==> config.mk <==
export PLATFORM = sky130hd
export DESIGN_NAME = shift_exec_stage_flat
export DESIGN_NICKNAME = d
export VERILOG_FILES = /design/src/rtl/shift_exec_if.sv /design/src/rtl/shift_exec_stage.sv /design/src/flat_wrapper.sv
export SDC_FILE = /design/constraint.sdc
export NUM_CORES = 1
export LEC_CHECK = 0
export CELL_PAD_IN_SITES_DETAIL_PLACEMENT = 0
export CELL_PAD_IN_SITES_GLOBAL_PLACEMENT = 1
export CORE_UTILIZATION = 28
export CTS_BUF_LIST = sky130_fd_sc_hd__clkbuf_8
export CTS_CLUSTER_DIAMETER = 50
export DETAILED_ROUTE_END_ITERATION = 16
export PLACE_DENSITY = 0.58
export SYNTH_ARGS = -nofsm -noshare
export SYNTH_HDL_FRONTEND = slang
export SYNTH_SLANG_ARGS = --single-unit
==> constraint.sdc <==
create_clock -name clk -period 2.05 [get_ports clk]
set_clock_uncertainty 0.2 [all_clocks]
set_input_delay 0.205 -clock clk [delete_from_list [all_inputs] [get_ports clk]]
set_output_delay 0.205 -clock clk [all_outputs]
set_load 0.02 [all_outputs]
==> src/rtl/shift_exec_if.sv <==
// Handshake bundle between issue, the shift execute slot and the writeback arbiter.
// master = issue/writeback side, slave = the execute stage.
interface shift_exec_if #(
  parameter int XLEN  = 32,
  parameter int TAG_W = 5
);
  logic             in_valid;
  logic             in_ready;
  logic [1:0]       in_op;
  logic [XLEN-1:0]  in_a;
  logic [4:0]       in_shamt;
  logic [TAG_W-1:0] in_rd;
  logic             out_valid;
  logic             out_ready;
  logic [XLEN-1:0]  out_data;
  logic [TAG_W-1:0] out_rd;
  logic             out_illegal;

  modport master (
    output in_valid, in_op, in_a, in_shamt, in_rd, out_ready,
    input  in_ready, out_valid, out_data, out_rd, out_illegal
  );

  modport slave (
    input  in_valid, in_op, in_a, in_shamt, in_rd, out_ready,
    output in_ready, out_valid, out_data, out_rd, out_illegal
  );
endinterface

==> src/rtl/shift_exec_stage.sv <==
// RV32 shift execute slot: computes SLL/SRL/SRA on acceptance and holds results in a
// main/skid pair so writeback stalls never reach issue combinationally.
module shift_exec_stage #(
  parameter int XLEN  = 32,
  parameter int TAG_W = 5
) (
  input  logic          clk,
  input  logic          rst_n,
  input  logic          flush,
  shift_exec_if.slave   bus
);

  typedef struct packed {
    logic             valid;
    logic [XLEN-1:0]  data;
    logic [TAG_W-1:0] rd;
    logic             illegal;
  } entry_t;

  entry_t r_main;
  entry_t r_skid;
  entry_t w_new;
  logic   w_in_ready;
  logic   w_accept;
  logic   w_main_free;

  // Returns {illegal, result}; reserved encoding passes the operand through.
  function automatic logic [XLEN:0] shift_calc(input logic [1:0]      op,
                                               input logic [XLEN-1:0] a,
                                               input logic [4:0]      sh);
    logic [XLEN:0] res;
    case (op)
      2'b00:   res = {1'b0, a << sh};
      2'b01:   res = {1'b0, a >> sh};
      2'b11:   res = {1'b0, XLEN'($signed(a) >>> sh)};
      default: res = {1'b1, a};
    endcase
    return res;
  endfunction

  assign w_in_ready  = rst_n & ~r_skid.valid;
  assign w_accept    = bus.in_valid & w_in_ready;
  assign w_main_free = ~r_main.valid | bus.out_ready;

  // Build the buffer entry for the op presented this cycle.
  always_comb begin
    w_new       = '0;
    w_new.valid = 1'b1;
    w_new.rd    = bus.in_rd;
    {w_new.illegal, w_new.data} = shift_calc(bus.in_op, bus.in_a, bus.in_shamt);
  end

  // Main/skid buffer update; flush beats any move or accept in the same cycle.
  always_ff @(posedge clk or negedge rst_n) begin
    if (!rst_n) begin
      r_main <= '0;
      r_skid <= '0;
    end else if (flush) begin
      r_main.valid <= 1'b0;
      r_skid.valid <= 1'b0;
    end else if (w_main_free) begin
      // in_ready is low whenever skid is valid, so a skid move never races an accept
      if (r_skid.valid) begin
        r_main       <= r_skid;
        r_skid.valid <= 1'b0;
      end else if (w_accept) begin
        r_main <= w_new;
      end else begin
        r_main.valid <= 1'b0;
      end
    end else if (w_accept) begin
      r_skid <= w_new;
    end else begin
      r_skid <= r_skid;
    end
  end

  assign bus.in_ready    = w_in_ready;
  assign bus.out_valid   = r_main.valid;
  assign bus.out_data    = r_main.data;
  assign bus.out_rd      = r_main.rd;
  assign bus.out_illegal = r_main.illegal;

endmodule

==> src/flat_wrapper.sv <==
// flat-port wrapper written by rule: the top's interface ports become plain ports
module shift_exec_stage_flat 
#(
  parameter int XLEN  = 32,
  parameter int TAG_W = 5
)
  (clk, rst_n, flush, bus_in_valid, bus_in_op, bus_in_a, bus_in_shamt, bus_in_rd, bus_out_ready, bus_in_ready, bus_out_valid, bus_out_data, bus_out_rd, bus_out_illegal);
  shift_exec_if #(.XLEN(XLEN), .TAG_W(TAG_W)) bus_i ();
  input  logic clk;
  input  logic rst_n;
  input  logic flush;
  input wire logic [$bits(bus_i.in_valid)-1:0] bus_in_valid;
  input wire logic [$bits(bus_i.in_op)-1:0] bus_in_op;
  input wire logic [$bits(bus_i.in_a)-1:0] bus_in_a;
  input wire logic [$bits(bus_i.in_shamt)-1:0] bus_in_shamt;
  input wire logic [$bits(bus_i.in_rd)-1:0] bus_in_rd;
  input wire logic [$bits(bus_i.out_ready)-1:0] bus_out_ready;
  output wire logic [$bits(bus_i.in_ready)-1:0] bus_in_ready;
  output wire logic [$bits(bus_i.out_valid)-1:0] bus_out_valid;
  output wire logic [$bits(bus_i.out_data)-1:0] bus_out_data;
  output wire logic [$bits(bus_i.out_rd)-1:0] bus_out_rd;
  output wire logic [$bits(bus_i.out_illegal)-1:0] bus_out_illegal;
  assign bus_i.in_valid = bus_in_valid;
  assign bus_i.in_op = bus_in_op;
  assign bus_i.in_a = bus_in_a;
  assign bus_i.in_shamt = bus_in_shamt;
  assign bus_i.in_rd = bus_in_rd;
  assign bus_i.out_ready = bus_out_ready;
  assign bus_in_ready = bus_i.in_ready;
  assign bus_out_valid = bus_i.out_valid;
  assign bus_out_data = bus_i.out_data;
  assign bus_out_rd = bus_i.out_rd;
  assign bus_out_illegal = bus_i.out_illegal;
  shift_exec_stage #(.XLEN(XLEN), .TAG_W(TAG_W)) u_core (.clk(clk), .rst_n(rst_n), .flush(flush), .bus(bus_i));
endmodule
Yosys cells after proc, flatten, opt, wreduce, memory -nomap -nowiden
Cells that the tools add are included.
{ "word_totals": {"regBits": 78, "output_inout_bits": 40} }
{ "classes": {"n_eq_ne": 2, "shifts": 3, "n_mux": 9, "bitwise": 7, "reduce_logical": 6} }
{ "op_table": {"columns": ["operator", "count"], "rows": [
  ["39-bit two-way mux", 3],
  ["33-bit one-hot mux with 3 select lines", 1],
  ["38-bit two-way mux", 1],
  ["32-bit by 5-bit left shift with 32-bit output", 1],
  ["32-bit by 5-bit right shift with 32-bit output", 1],
  ["32-bit by 5-bit >>> shifter with 32-bit output", 1],
  ["3-bit AND reduction", 2],
  ["1-bit two-way mux", 4],
  ["1-bit inverter", 4],
  ["2-bit nonzero test", 2],
  ["3-bit nonzero test", 1],
  ["1-bit AND", 2],
  ["2-bit by 1-bit == test with 1-bit output (second input constant)", 1],
  ["2-bit == test (second input constant)", 1],
  ["2-bit logical NOT", 1],
  ["1-bit bitwise OR", 1]
]} }

Logic depth before layout (Yosys ltp)
{ "depth": {"depth_word": 7, "mapped_depth": 10, "ltp_nobuf": 6} }

Worst setup path before layout
No wires, ideal clock.
{ "synth_path": {"path_type": "input -> register", "from": "in bus_in_shamt[1]", "to": "reg u_core.r_skid[36] (netlist name)", "setup_time_ns": 0.138, "arrival_time_ns": 1.919, "path_slack_ns": -0.207, "stages": 8, "path_buffers": 3, "path_cell_list": "buf_2 -> buf_2 -> buf_2 -> mux4_2 -> a2bb2oi_1 -> o221ai_1 -> a2111oi_1 -> o31ai_1"} }
{ "synth_via": {"elab_chain_cells": 2, "word_cells_on_any_way": 4, "cone_classes": "shift (3); mux (1)"} }
{ "synth_rtl": {"columns": ["item", "line", "rtl"], "rows": [
  ["from (decl)", "flat_wrapper.sv:15", "input wire logic [$bits(bus_i.in_shamt)-1:0] bus_in_shamt;"],
  ["32-bit by 5-bit >>> shifter with 32-bit output, or another cell as far along", "shift_exec_stage.sv:35", "2'b11: res = {1'b0, XLEN'($signed(a) >>> sh)};"],
  ["33-bit one-hot mux with 3 select lines (*)", "shift_exec_stage.sv:32", "case (op)"],
  ["to (signal assigned)", "shift_exec_stage.sv:72", "r_skid <= w_new;"],
  ["to (signal assigned)", "shift_exec_stage.sv:74", "r_skid <= r_skid;"],
  ["to (decl)", "shift_exec_stage.sv:21", "entry_t r_skid;"]
]} }
Mark *: on every way between the ends. The rest lies on a longest branch, timed or not.
A chain may end at the register's enable or synchronous reset.

Worst setup path after layout
{ "layout_path": {"from": "in bus_in_shamt[0]", "to": "reg u_core.r_main (netlist bit u_core.bus.out_data[15])"} }
{ "layout_via": {"elab_chain_cells": 4, "word_cells_on_any_way": 6, "cone_classes": "shift (3); mux (3)"} }
{ "layout_rtl": {"columns": ["item", "line", "rtl"], "rows": [
  ["32-bit by 5-bit >>> shifter with 32-bit output, or another cell as far along", "shift_exec_stage.sv:35", null],
  ["33-bit one-hot mux with 3 select lines (*)", "shift_exec_stage.sv:32", null],
  ["38-bit two-way mux (*)", "shift_exec_stage.sv:66", "end else if (w_accept) begin"],
  ["39-bit two-way mux (*)", "shift_exec_stage.sv:63", "if (r_skid.valid) begin"],
  ["to (signal assigned)", "shift_exec_stage.sv:64", "r_main <= r_skid;"],
  ["to (signal assigned)", "shift_exec_stage.sv:67", "r_main <= w_new;"],
  ["to (decl)", "shift_exec_stage.sv:20", "entry_t r_main;"]
]} }
Mark *: on every way between the ends. The rest lies on a longest branch, timed or not. The select of a mux whose other input is x is not followed.

==> flow_metrics.tcl <==
set metrics [dict create \
    crit_fanout 7 \
    synthXorXnorAreaFrac 0 \
    postSynthAreaPerCell_um2 8.51 \
    end_kind "flip-flop" \
    synth_fa_ha_area_frac 0 \
    dieArea_um2 29100 \
    layout_common_cells "buf_4 (298), nand2_1 (100), dfrtp_1 (77)" \
    antenna_found_initial 1 \
    power-per-cell-area_nw_per_um2 511 \
    wirelength_um 43100 \
    synth_area_um2 7970 \
    post-place-ws_ps -894 \
    ys.flop_type "dfrtp_1" \
    worst_slack_ps -139 \
    max_freq_mhz 457 \
    leakage_nw 5.82 \
    antenna_left 0 \
    drive_gt1_frac 0.495 \
    yosysSeqAreaShare 0.245 \
    core_region_area_um2 27900 \
    tightestPinTransition_ps 1040 \
    grt_pass1_vias 9475 \
    synth_area_leader_cell "dfrtp_1" \
    wl_per_cell_um 25.5 \
    cp.required_ps 2070 \
    clk_pin_slew_ps 80 \
    grt_usage 0.296 \
    cts_buffer_depth 2 \
    numPortBuffers 88 \
    boundaryPins 89 \
    hold_viol 0 \
    min_path_type "primary input to flip-flop" \
    overflow 0 \
    routed_via_density 5.74 \
    cts_buffers 9 \
    peakVddDrop_v 0.000264 \
    rsz0062_at_grt "yes" \
    syn_inst 936 \
    yosys.cell_types.count 73 \
    finish.instance_area_um2 13400 \
    gp_congestion 0.995 \
    synth_area_leaders "dfrtp_1 (25%), mux4_2 (12%), mux2i_1 (8.9%)" \
    finalSetupViolations 26 \
    htreeDepth 3 \
    synth_compound_area_frac 0.252 \
    start_util 0.286 \
    die_h_um 171 \
    syn_nets 985 \
    yosys_warnings 0 \
    synth_top_area_share 0.245 \
    drtIter0Drc 802 \
    worstSetupStartpointType "primary input" \
    synth_top_family_by_area "compound AO/OA/AOI/OAI gates" \
    antenna_cells 0 \
    cts.sinks 78 \
    period_share 1.07 \
    relSlewSlack 0.305 \
    ys_ff_latch 78 \
    first_pass_iters 5 \
    grt_first_pass_wirelength_um 63000 \
    status "finished, violations left" \
    drc_errors 0 \
    cap_violations 0 \
    grt_max_degree 79 \
    place_area_um2 11500 \
    root_buffer "clkbuf_8" \
    async_flop_share 1.00 \
    synth-simple-area-share 0.188 \
    setup.worst_path.class "primary input to flip-flop" \
    rows 61 \
    fin_crit_ps 2190 \
    slew_viol_final 0 \
    syn2layout_area_growth_pct 68.6 \
    arrival_ps 2210 \
    dp_hpwl_um 33700 \
    clock_latency_ps 350 \
    finish.net_count 1355 \
    synth_edf_count 0 \
    layout_commonest_cell "buf_4" \
    fp.dieW_um 171 \
    vias 9688 \
    violations "negative setup slack" \
    cts_tree "built" \
    muxShareOfSynthArea 0.245 \
]
-- synthesized netlist by cell type (15+ instances only) --
cell type and count:
nand3_1 24, and3_1 24, nor2_1 80, a22oi_1 17, clkbuf_1 61, o21ai_0 37, nor3_1 15, mux2_2 20
mux2i_1 71, o21ai_1 16, buf_2 20, mux4_2 42, o31ai_1 20, a31oi_1 17, dfrtp_1 78, o22ai_1 18
a21oi_1 57, nand2_1 108
-- report_power, final --
| group | internal, W | switching [W] | total [W] |
|---|---|---|---|
| combinational | 0.00174 | 0.00185 | 0.00359 |
| clock | 0.000717 | 0.000576 | 0.00129 |
| sequential | 0.00182 | 0.000166 | 0.00199 |
| total | 0.00427 | 0.00260 | 0.00687 |
-- area by class of cell --
class | count | area (um^2)
Timing Repair Buffer | 460 | 4180
Inverter | 11 | 42.5
Sequential cell | 78 | 1950
Clock buffer | 10 | 138
Fill cell | 2732 | 14400
Multi-Input combinational cell | 746 | 6560
Tap cell | 378 | 473
Clock inverter | 6 | 86.3
-- flip-flops by register name (all words and copies together), names as in the netlist --
signal and count:
u_core.bus.out_rd 5, u_core.bus.out_data 32, u_core.r_skid 39, u_core.bus.out_illegal 1, u_core.bus.out_valid 1
-- per-stage QoR --
stage	setup TNS [ps]	hold slack, ps	util	power, W	cells
CTS	-841	110	0.452	0.00658	1668
global route	-2300	136	0.482	0.00719	1689
finish	-1470	118	0.482	0.00687	1689
detailed placement	-41460	259	0.414	0.00505	1619
global placement	-41000	252	0.414	0.00504	1619
floorplan	-838	-291	-	0.00345	936
-- critical path, cell delays in order --
cell and delay, ps:
buf_16 140, buf_12 150, buf_8 130, mux2_4 320, mux4_2 460, nand2_2 80
o211ai_1 130, a211oi_2 330, buf_4 190, o41ai_1 70
-- worst paths after layout --
check	from	end	slack, ps	cells after the start
setup / recovery	bus_in_shamt[0]	u_core.bus.out_data[15]	-140	10
hold / removal	rst_n	u_core.bus.out_valid	120	4
setup reg to reg	u_core.bus.out_valid	u_core.bus.out_data[29]	70	4
hold reg to reg	u_core.r_skid[6]	u_core.r_skid[6]	270	2
max in group asynchronous	rst_n	u_core.r_skid[38]	450	3
min in group asynchronous	rst_n	u_core.bus.out_valid	440	3
-- cells by family after synthesis --
logic type,count (synthesis)
AOI/OAI and AO/OA,290
and+or+nand+nor,317
DFF,78
muxes,139
buffers and inverters,112
-- per-layer routing --
| layer | vias up | GRT usage | share of wire |
|---|---|---|---|
| met4 | 2 | 0.150 | 0.052 |
| met3 | 127 | 0.0400 | 0.063 |
| met5 | - | 0 | 0.00019 |
| li1 | 4328 | - | - |
| met2 | 416 | 0.471 | 0.45 |
| met1 | 4815 | 0.393 | 0.43 |
-- timing repair --
| item | CTS | global route |
|---|---|---|
| setup endpoints to repair | 65 | 61 |
| buffers inserted | 29 | 31 |
| cloned | 3 | 0 |
| pin swaps | 35 | 74 |
| hold endpoints to repair | 71 | 0 |
| hold buffers | 1 | 0 |
| gates resized for setup | 191 | 166 |
No activity file was read; power rests on OpenSTA's default activity.
